**config.mk**
```make
export PLATFORM = sky130hd
export DESIGN_NAME = uart_rx_flat
export DESIGN_NICKNAME = d
export VERILOG_FILES = /design/src/rtl/uart_pkg.sv /design/src/rtl/uart_rx_if.sv /design/src/rtl/sync_2ff.sv /design/src/rtl/uart_rx.sv /design/src/flat_wrapper.sv
export SDC_FILE = /design/constraint.sdc
export NUM_CORES = 1
export LEC_CHECK = 0
export BUFFER_PORTS_ARGS = -buffer_cell sky130_fd_sc_hd__buf_2
export CORE_MARGIN = 2
export CORE_UTILIZATION = 62
export CTS_CLUSTER_DIAMETER = 150
export CTS_CLUSTER_SIZE = 24
export DETAILED_ROUTE_END_ITERATION = 8
export GPL_ROUTABILITY_DRIVEN = 1
export GPL_TIMING_DRIVEN = 0
export MAX_ROUTING_LAYER = met4
export PLACE_DENSITY = 0.84
export SYNTH_ARGS = -nofsm -noshare
export SYNTH_HDL_FRONTEND = slang
export SYNTH_SLANG_ARGS = --single-unit
```
**constraint.sdc**
```tcl
create_clock -name sys_clk -period 3.4 [get_ports sys_clk]
set_input_delay 0.51 -clock sys_clk [delete_from_list [all_inputs] [get_ports sys_clk]]
set_output_delay 0.51 -clock sys_clk [all_outputs]
set_load 0.05 [all_outputs]
```
**src/rtl/uart_pkg.sv**
```systemverilog
// Shared UART definitions: FSM state encoding and baud divisor helper.
package uart_pkg;

  typedef enum logic [1:0] {
    StIdle  = 2'd0,
    StStart = 2'd1,
    StData  = 2'd2,
    StStop  = 2'd3
  } uart_state_e;

  function automatic int unsigned baud_cnt(input int unsigned clk, input int unsigned bps);
    return clk / bps;
  endfunction

endpackage

```
**src/rtl/uart_rx_if.sv**
```systemverilog
// Receiver-side signal bundle: serial input plus received-byte outputs.
interface uart_rx_if;

  logic       uart_rxd;
  logic [7:0] uart_rx_data;
  logic       uart_rx_done;
  logic       uart_rx_frame_err;
  logic       uart_rx_busy;

  modport master (
    input  uart_rxd,
    output uart_rx_data,
    output uart_rx_done,
    output uart_rx_frame_err,
    output uart_rx_busy
  );

  modport slave (
    output uart_rxd,
    input  uart_rx_data,
    input  uart_rx_done,
    input  uart_rx_frame_err,
    input  uart_rx_busy
  );

endinterface

```
**src/rtl/sync_2ff.sv**
```systemverilog
// Two-flop synchronizer for asynchronous inputs, with selectable reset value.
module sync_2ff #(
  parameter int unsigned     Width    = 1,
  parameter logic [Width-1:0] ResetVal = '0
) (
  input  logic             clk_i,
  input  logic             rst_i,
  input  logic [Width-1:0] d_i,
  output logic [Width-1:0] q_o
);

  logic [Width-1:0] meta_q;
  logic [Width-1:0] sync_q;

  always_ff @(posedge clk_i or posedge rst_i) begin
    if (rst_i) begin
      meta_q <= ResetVal;
      sync_q <= ResetVal;
    end else begin
      meta_q <= d_i;
      sync_q <= meta_q;
    end
  end

  assign q_o = sync_q;

endmodule

```
**src/rtl/uart_rx.sv**
```systemverilog
// 8N1 UART receiver: mid-bit sampling, one-cycle done / frame-error strobes.
module uart_rx
  import uart_pkg::*;
#(
  parameter int unsigned BPS     = 115_200,
  parameter int unsigned CLK_FRE = 50_000_000
) (
  input  logic     sys_clk,
  input  logic     sys_rst,
  uart_rx_if.master bus_io
);

  localparam int unsigned BaudCnt = baud_cnt(CLK_FRE, BPS);
  localparam int unsigned HalfCnt = BaudCnt / 2;
  localparam int unsigned CntW    = $clog2(BaudCnt);
  localparam logic [CntW-1:0] CntLast = CntW'(BaudCnt - 1);
  localparam logic [CntW-1:0] CntHalf = CntW'(HalfCnt - 1);

  if (BaudCnt < 4) begin : gen_param_check
    $error("uart_rx: CLK_FRE/BPS must be at least 4");
  end

  logic rxd_sync;
  logic fall;

  uart_state_e     state_q,    state_d;
  logic [CntW-1:0] cnt_q,      cnt_d;
  logic [2:0]      idx_q,      idx_d;
  logic [7:0]      shreg_q,    shreg_d;
  logic [7:0]      data_q,     data_d;
  logic            done_q,     done_d;
  logic            ferr_q,     ferr_d;
  logic            busy_q,     busy_d;
  logic            rxd_prev_q;

  sync_2ff #(
    .Width    (1),
    .ResetVal (1'b1)
  ) u_sync (
    .clk_i (sys_clk),
    .rst_i (sys_rst),
    .d_i   (bus_io.uart_rxd),
    .q_o   (rxd_sync)
  );

  assign fall = rxd_prev_q & ~rxd_sync;

  always_comb begin
    state_d = state_q;
    cnt_d   = (cnt_q == CntLast) ? '0 : cnt_q + 1'b1;
    idx_d   = idx_q;
    shreg_d = shreg_q;
    data_d  = data_q;
    done_d  = 1'b0;
    ferr_d  = 1'b0;
    busy_d  = busy_q;

    unique case (state_q)
      StIdle: begin
        cnt_d = '0;
        if (fall) begin
          state_d = StStart;
          busy_d  = 1'b1;
        end
      end
      StStart: begin
        if (cnt_q == CntHalf) begin
          cnt_d = '0;
          idx_d = '0;
          // A start bit that is high again at its midpoint was a glitch.
          if (rxd_sync) begin
            state_d = StIdle;
            busy_d  = 1'b0;
          end else begin
            state_d = StData;
          end
        end
      end
      StData: begin
        if (cnt_q == CntLast) begin
          shreg_d[idx_q] = rxd_sync;
          idx_d          = idx_q + 3'd1;
          if (idx_q == 3'd7) begin
            state_d = StStop;
          end
        end
      end
      StStop: begin
        if (cnt_q == CntLast) begin
          state_d = StIdle;
          busy_d  = 1'b0;
          if (rxd_sync) begin
            data_d = shreg_q;
            done_d = 1'b1;
          end else begin
            ferr_d = 1'b1;
          end
        end
      end
      default: state_d = StIdle;
    endcase
  end

  always_ff @(posedge sys_clk or posedge sys_rst) begin
    if (sys_rst) begin
      state_q    <= StIdle;
      cnt_q      <= '0;
      idx_q      <= '0;
      shreg_q    <= '0;
      data_q     <= '0;
      done_q     <= 1'b0;
      ferr_q     <= 1'b0;
      busy_q     <= 1'b0;
      rxd_prev_q <= 1'b1;
    end else begin
      state_q    <= state_d;
      cnt_q      <= cnt_d;
      idx_q      <= idx_d;
      shreg_q    <= shreg_d;
      data_q     <= data_d;
      done_q     <= done_d;
      ferr_q     <= ferr_d;
      busy_q     <= busy_d;
      rxd_prev_q <= rxd_sync;
    end
  end

  assign bus_io.uart_rx_data      = data_q;
  assign bus_io.uart_rx_done      = done_q;
  assign bus_io.uart_rx_frame_err = ferr_q;
  assign bus_io.uart_rx_busy      = busy_q;

endmodule
```
**src/flat_wrapper.sv**
```systemverilog
// flat-port wrapper written by rule: the top's interface ports become plain ports
module uart_rx_flat import uart_pkg::*;
#(
  parameter int unsigned BPS     = 115_200,
  parameter int unsigned CLK_FRE = 50_000_000
)
  (sys_clk, sys_rst, bus_io_uart_rxd, bus_io_uart_rx_data, bus_io_uart_rx_done, bus_io_uart_rx_frame_err, bus_io_uart_rx_busy);
  uart_rx_if bus_io_i ();
  input  logic sys_clk;
  input  logic sys_rst;
  input wire logic [$bits(bus_io_i.uart_rxd)-1:0] bus_io_uart_rxd;
  output wire logic [$bits(bus_io_i.uart_rx_data)-1:0] bus_io_uart_rx_data;
  output wire logic [$bits(bus_io_i.uart_rx_done)-1:0] bus_io_uart_rx_done;
  output wire logic [$bits(bus_io_i.uart_rx_frame_err)-1:0] bus_io_uart_rx_frame_err;
  output wire logic [$bits(bus_io_i.uart_rx_busy)-1:0] bus_io_uart_rx_busy;
  assign bus_io_i.uart_rxd = bus_io_uart_rxd;
  assign bus_io_uart_rx_data = bus_io_i.uart_rx_data;
  assign bus_io_uart_rx_done = bus_io_i.uart_rx_done;
  assign bus_io_uart_rx_frame_err = bus_io_i.uart_rx_frame_err;
  assign bus_io_uart_rx_busy = bus_io_i.uart_rx_busy;
  uart_rx #(.BPS(BPS), .CLK_FRE(CLK_FRE)) u_core (.sys_clk(sys_clk), .sys_rst(sys_rst), .bus_io(bus_io_i));
endmodule
```
==> run_results.csv, run 1 <==
group,metric,value,unit
floorplan,coreArea,2477,um2
cells_and_area,final_cell_area,1807,um2
power_and_ir_drop,p_per_area,517.9,nW/um2
yosys,netlist.area_leader.share,50.85,%
setup_path,critPathSlowestCell,"or4b_4",
floorplan,die_h,55.18,um
drt,dr.pass1.iters,4,
yosys,yosys_register_bits,36,
place,io_buffers,13,
cts,cts_resized,0,
place,post_dp_cell_area,1727,um2
yosys,synth.area.top_cells,"dfrtp_1, mux2_2, dfstp_2",
timing,skew,0.007515,ns
grt,grt_usage,21.61,%
yosys,synth_area_leader_cell,"dfrtp_1",
timing,min_period,2.139,ns
outcome,status,"finished clean",
cts,htreeDepth,2,
floorplan,dieArea,3045,um2
yosys,ys_seq_area_share,55.70,%
timing,final-max-slew-violation-count,0,
drt,vias,1051,
cells_and_area,drive_gt1_share,29.49,%
floorplan,rows,18,
cells_and_area,final_util,72.93,%
place,gp_congestion,0.8387,
power_and_ir_drop,ir_drop,0.0006599,V
min_path,hp-class,"primary input to flop",
cts,cts-root-buf,"clkbuf_4",
drt,drt-vias-per-instance,5.651,
drt,detail_route.iter0.violations,22,
yosys,netlist-cell-type-count,33,
cts,cts.sinks,36,
cells_and_area,nets,163,
min_path,min_from,"bus_io_uart_rxd",
setup_path,critical_path_class,"flop to flop",
setup_path,cp_slowest_stage_delay,0.50,ns
setup_path,required,3.63,ns
yosys,synth_fp_nets,143,
timing,finalSetupViolCount,0,
setup_path,critPathLaunchType,"flop",
setup_path,r2r_cells,7,
timing,worstMarginPinSlew,0.6984,ns
cts,cts_buffers,5,
timing,hold_violations,0,
min_path,holdPathStages,1,
grt,grt_pass1_vias,967,
yosys,synth_warnings,0,
setup_path,r2r_end,"u_core.shreg_q[5]",
place,place_hpwl,1.872,mm
timing,max_slew_margin,53.37,%
job,drv_cap,0,
cts,clk_pin_slew,0.11,ns
setup_path,worstPathArrival,2.37,ns
setup_path,cp-end-kind,"flop",
cts,postCtsHoldBufs,0,
setup_path,path_buf_inv,2,
setup_path,cp_top_family,"simple AND/OR/NAND/NOR gates",
yosys,synthTopCellsByCount,"dfrtp_1, mux2_2, nor2_1, nor3_1",
timing,rsz0062_at_grt,"false",
cells_and_area,diodes,0,
grt,grt_pass1_wl,4.298,mm
floorplan,io_pins,14,
floorplan,die_x,55.18,um
yosys,synth_async_sr_flop_share,100.0,%
yosys,synth_ff_type,"dfrtp_1",
cts,clockBufferDepth,2,
setup_path,reg2reg_from,"u_core.cnt_q[1]",
setup_path,rrSetupSlack,1.26,ns
timing,period_share,62.91,%
drt,finalWirelength,2.632,mm
drt,routedWlPerCell,14.15,um
drt,ant_nets,0,
setup_path,cp_max_fo,5,
cells_and_area,area_growth,11.25,%
drt,drc,0,
cells_and_area,fillerInstances,185,
min_path,whs_endpoint,"u_core.u_sync.meta_q",
floorplan,start_util,65.56,%
timing,setup_tns,0,ns
yosys,netlist_instances,135,
yosys,synth-edff-count,0,
setup_path,worstPathCellList,"inv_1 > ha_1 > nand4b_1 > or2_1 > buf_6 > or4b_4 > mux2_1",
yosys,syn_area_per_cell,12.03,um2
cts,cts_tree,"done",
yosys,netlist_area,1624,um2
grt,grt_antenna_before_repair,0,
grt,grt_max_degree,37,
cts,post-cts-setup-buffers,0,
yosys,yosysMostFrequentCell,"dfrtp_1",
cts,clock_latency,0.34,ns
power_and_ir_drop,finalPower,0.0009356,W
power_and_ir_drop,p_leak,0.8643,nW
timing,fmax,467.5,MHz
grt,grt_remaining_overflow,0,
[cells in the final DEF, fill, tap and decap left out, types with 2 or more instances in the layout]
cell      netlist  layout
dfrtp_1        33      33
mux2_2         15      15
buf_2           0      13
nor2_1         12      12
nor3_1          9       9
xnor2_1         6       6
nand2_1         6       6
clkbuf_1        5       5
nand3_1         5       5
ha_1            5       5
clkbuf_4        0       5
nand4b_1        3       3
inv_1           4       3
dfstp_2         3       3
nand4_1         2       2
nand2b_1        2       2
mux2i_1         2       2
and3_1          2       2
nor3b_1         2       2
nor2b_1         2       2
nor4_1          2       2
xor2_1          2       2
[area by class of cell]
type | count | area (um2) | share of cell area [%]
Tap cell | 30 | 37.54 | 2.078
Clock buffer | 5 | 37.54 | 2.078
Timing Repair Buffer | 13 | 65.06 | 3.601
Clock inverter | 3 | 42.54 | 2.355
Sequential cell | 36 | 904.6 | 50.07
Buffer | 6 | 30.03 | 1.662
Multi-Input combinational cell | 89 | 674.4 | 37.33
Inverter | 4 | 15.01 | 0.8310
[power breakdown]
group,internal (W),total (W),switching [W]
Combinational,0.0000560,0.000117,0.0000609
Sequential,0.000472,0.000524,0.0000520
Clock,0.000153,0.000295,0.000142
[worst max-delay path by stage]
stage	depth (start not counted)	to	start
2_1_floorplan	7	u_core.shreg_q[5]	u_core.cnt_q[1]
3_3_place_gp	7	u_core.shreg_q[5]	u_core.cnt_q[1]
3_5_place_dp	7	u_core.shreg_q[5]	u_core.cnt_q[1]
4_1_cts	7	u_core.shreg_q[5]	u_core.cnt_q[1]
5_1_grt	7	u_core.shreg_q[5]	u_core.cnt_q[1]
6_report	7	u_core.shreg_q[5]	u_core.cnt_q[1]
[cell families (layout without fill, tap and decap cells)]
| family | Yosys count | after routing | share of synthesized area [%] |
|---|---|---|---|
| mux | 18 | 18 | 12.33 |
| buf+inv | 10 | 31 | 2.773 |
| fa+ha+maj | 5 | 5 | 3.852 |
| simple gates | 54 | 54 | 18.87 |
| xor+xnor | 8 | 8 | 4.315 |
| compound gates | 4 | 4 | 2.158 |
| flops | 36 | 36 | 55.70 |
[registers in the layout, indices dropped and copies added (netlist names), named ones only]
signal,cells
u_core.bus_io.uart_rx_busy,1
u_core.bus_io.uart_rx_data,8
u_core.bus_io.uart_rx_done,1
u_core.bus_io.uart_rx_frame_err,1
u_core.cnt_q,9
u_core.idx_q,3
u_core.rxd_prev_q,1
u_core.shreg_q,8
u_core.state_q,1
u_core.u_sync.meta_q,1
u_core.u_sync.q_o,1
[through the flow]
step | hold WS, ns | worst slack [ns] | instances
6_report | 0.2622 | 1.261 | 186
2_1_floorplan | 0.3452 | 1.409 | 135
4_1_cts | 0.2438 | 1.243 | 186
3_5_place_dp | 0.3484 | 1.269 | 178
3_3_place_gp | 0.3475 | 1.325 | 178
5_1_grt | 0.2491 | 1.175 | 186
[per-layer routing]
| layer | GRT usage (%) | vias to the layer above | wire length [um] |
|---|---|---|---|
| li1 | - | 511 | - |
| met1 | 27.24 | 508 | 1233 |
| met2 | 31.75 | 24 | 1236 |
| met3 | 5.914 | 8 | 99 |
| met4 | 11.79 | 0 | 61 |
| met5 | - | - | 0 |
Power figures use the tool's default switching activity.
==> inputs of run 2 (changes only) <==
--- a/config.mk
+++ b/config.mk
@@ -7,14 +7,14 @@
 export LEC_CHECK = 0
 export BUFFER_PORTS_ARGS = -buffer_cell sky130_fd_sc_hd__buf_2
 export CORE_MARGIN = 2
-export CORE_UTILIZATION = 62
+export CORE_UTILIZATION = 52
 export CTS_CLUSTER_DIAMETER = 150
 export CTS_CLUSTER_SIZE = 24
 export DETAILED_ROUTE_END_ITERATION = 8
 export GPL_ROUTABILITY_DRIVEN = 1
 export GPL_TIMING_DRIVEN = 0
 export MAX_ROUTING_LAYER = met4
-export PLACE_DENSITY = 0.84
+export PLACE_DENSITY = 0.76
 export SYNTH_ARGS = -nofsm -noshare
 export SYNTH_HDL_FRONTEND = slang
 export SYNTH_SLANG_ARGS = --single-unit
==> constraint.sdc (replaced) <==
create_clock -name sys_clk -period 1.75 [get_ports sys_clk]
set_input_delay 0.2625 -clock sys_clk [delete_from_list [all_inputs] [get_ports sys_clk]]
set_output_delay 0.2625 -clock sys_clk [all_outputs]
set_load 0.05 [all_outputs]
==> run_results.csv, run 2 (synthesis gave the netlist of run 1 again) <==
group,metric,value,unit
outcome,status,"finished with violations",
outcome,violations,"setup timing",
cells_and_area,largest_reg_flops,9,
cts,htreeDepth,2,
setup_path,r2r_cells,5,
cts,clockBufferDepth,2,
power_and_ir_drop,finalPower,0.001937,W
setup_path,endpoint,"u_core.shreg_q[5]",
timing,hold_violations,0,
timing,whs,0.02637,ns
setup_path,critical_path_class,"flop to flop",
place,gp_congestion,0.9216,
drt,ant_nets,0,
place,place_hpwl,1.971,mm
timing,min_period,1.998,ns
floorplan,die_h,59.89,um
setup_path,reg2reg_from,"u_core.cnt_q[2]",
setup_path,cp-end-kind,"flop",
setup_path,worstPathCellList,"nand4bb_4 > or2_1 > buf_6 > or4b_4 > mux2_4",
setup_path,worstPathArrival,2.24,ns
grt,grt_remaining_overflow,0,
floorplan,io_pins,14,
cells_and_area,final_cells,205,
floorplan,die_x,59.89,um
setup_path,r2r_end,"u_core.shreg_q[5]",
cells_and_area,seqCellArea,905.9,um2
floorplan,dieArea,3586,um2
setup_path,rrSetupSlack,-0.25,ns
floorplan,coreArea,3003,um2
cells_and_area,area_growth,28.66,%
cells_and_area,final_cell_area,2090,um2
timing,finalSetupViolCount,28,
floorplan,rows,20,
power_and_ir_drop,p_leak,0.9641,nW
timing,final-max-slew-violation-count,0,
grt,grt_antenna_before_repair,0,
drt,vias,1196,
setup_path,cp_max_fo,4,
timing,fmax,500.5,MHz
floorplan,start_util,54.08,%
cts,cts_tree,"done",
drt,drc,0,
cells_and_area,final_common_cell,"dfrtp_1",
cells_and_area,nets,179,
power_and_ir_drop,ir_drop,0.0007544,V
drt,drt-vias-per-instance,5.834,
setup_path,critPathLaunchType,"flop",
power_and_ir_drop,p_per_area,927.1,nW/um2
drt,dr.pass1.iters,4,
setup_path,crit_start,"u_core.cnt_q[2]",
drt,routedWlPerCell,17.89,um
place,dp_cells,181,
cells_and_area,top_register,"u_core.cnt_q",
job,drv_cap,0,
timing,worstMarginPinSlew,0.7263,ns
cts,cts-root-buf,"clkbuf_4",
place,post_dp_cell_area,1745,um2
cells_and_area,multiInputGateArea,815.8,um2
setup_path,cp_slowest_stage_delay,0.48,ns
cts,clock_latency,0.34,ns
grt,grt_usage,22.69,%
cts,cts_buffers,5,
grt,grt_pass1_wl,5.747,mm
setup_path,critPathSlowestCell,"or4b_4",
grt,grt_max_degree,37,
drt,finalWirelength,3.668,mm
cts,cts.sinks,36,
cells_and_area,diodes,0,
min_path,hp-class,"primary input to async pin",
grt,grt_pass1_vias,1203,
setup_path,required,1.99,ns
cells_and_area,fillerInstances,200,
cells_and_area,layout_common_cells,"dfrtp_1, buf_2, buf_4",
timing,period_share,114.2,%
cts,clk_pin_slew,0.11,ns
drt,detail_route.iter0.violations,44,
timing,timing.final.ws_setup,-0.2478,ns
timing,skew,0.01361,ns
timing,rsz0062_at_grt,"true",
cells_and_area,drive_gt1_share,43.02,%
timing,max_slew_margin,51.51,%
place,io_buffers,13,
-- run 2: cell count changes in the layout (fill, tap and decap cells not counted), sizes merged --
cell / before / now
buf: 14 / 31
a21oi: 1 / 2
bufinv: 1 / 0
clkbuf: 10 / 9
clkinv: 1 / 0
dlygate4sd3: 0 / 1
-- run 2: cell type report --
cell class / count / area share [%]
flip-flops and latches: 36 / 43.35
multi-input cells: 90 / 39.04
repair buffers: 30 / 10.48
clock buffers: 7 / 2.635
well taps: 33 / 1.976
plain buffers: 4 / 1.437
inverters: 4 / 0.7186
clock inverters: 1 / 0.3593
-- run 2: per-stage QoR --
| step | TNS [ns] | util [%] | setup WS, ns |
|---|---|---|---|
| after global placement | -3.595 | 58.13 | -0.2997 |
| after floorplan | -0.9233 | - | -0.2105 |
| after global routing | -4.926 | 69.58 | -0.3074 |
| after CTS | -2.484 | 67.38 | -0.2087 |
| final | -2.696 | 69.58 | -0.2478 |
| after detailed placement | -4.234 | 58.13 | -0.3553 |
-- run 2: power breakdown --
| group | internal, W | switching (W) |
|---|---|---|
| sequential | 0.000919 | 0.000108 |
| combinational | 0.000228 | 0.000205 |
| clock | 0.000197 | 0.000280 |
-- run 2: worst min path at each step --
stage / from / cells after the start / slack (ns) / to
final: sys_rst / 2 / 0.03 / u_core.shreg_q[6]
after global routing: sys_rst / 2 / 0.09 / u_core.shreg_q[2]
after CTS: sys_rst / 2 / 0.31 / u_core.shreg_q[6]
after detailed placement: u_core.u_sync.meta_q / 0 / 0.36 / u_core.u_sync.q_o
after global placement: u_core.u_sync.meta_q / 0 / 0.35 / u_core.u_sync.q_o
after floorplan: bus_io_uart_rxd / 0 / 0.27 / u_core.u_sync.meta_q
-- run 2: layer usage --
metal / track usage, % / vias to the layer above / routed length, um
met2: 33.39 / 33 / 1825
met1: 29.63 / 609 / 1666
li1: - / 548 / -
met5: - / - / 0
met4: 7.937 / 0 / 48
met3: 7.143 / 6 / 127
-- run 2: repair_timing --
action	CTS	global route
buffers inserted	10	9
pin swaps	5	4
gates cloned	1	1
endpoints found under the setup margin	22	32
resized for setup	24	9
hold endpoints to repair	1	0
hold buffers	1	0
-- run 2: critical path, delay by kind of cell (launching register included) --
kind	cells	cell delay (ns)
buffers and inverters	1	0.13
muxes	1	0.30
and+or+nand+nor	3	1.03
DFF	1	0.45
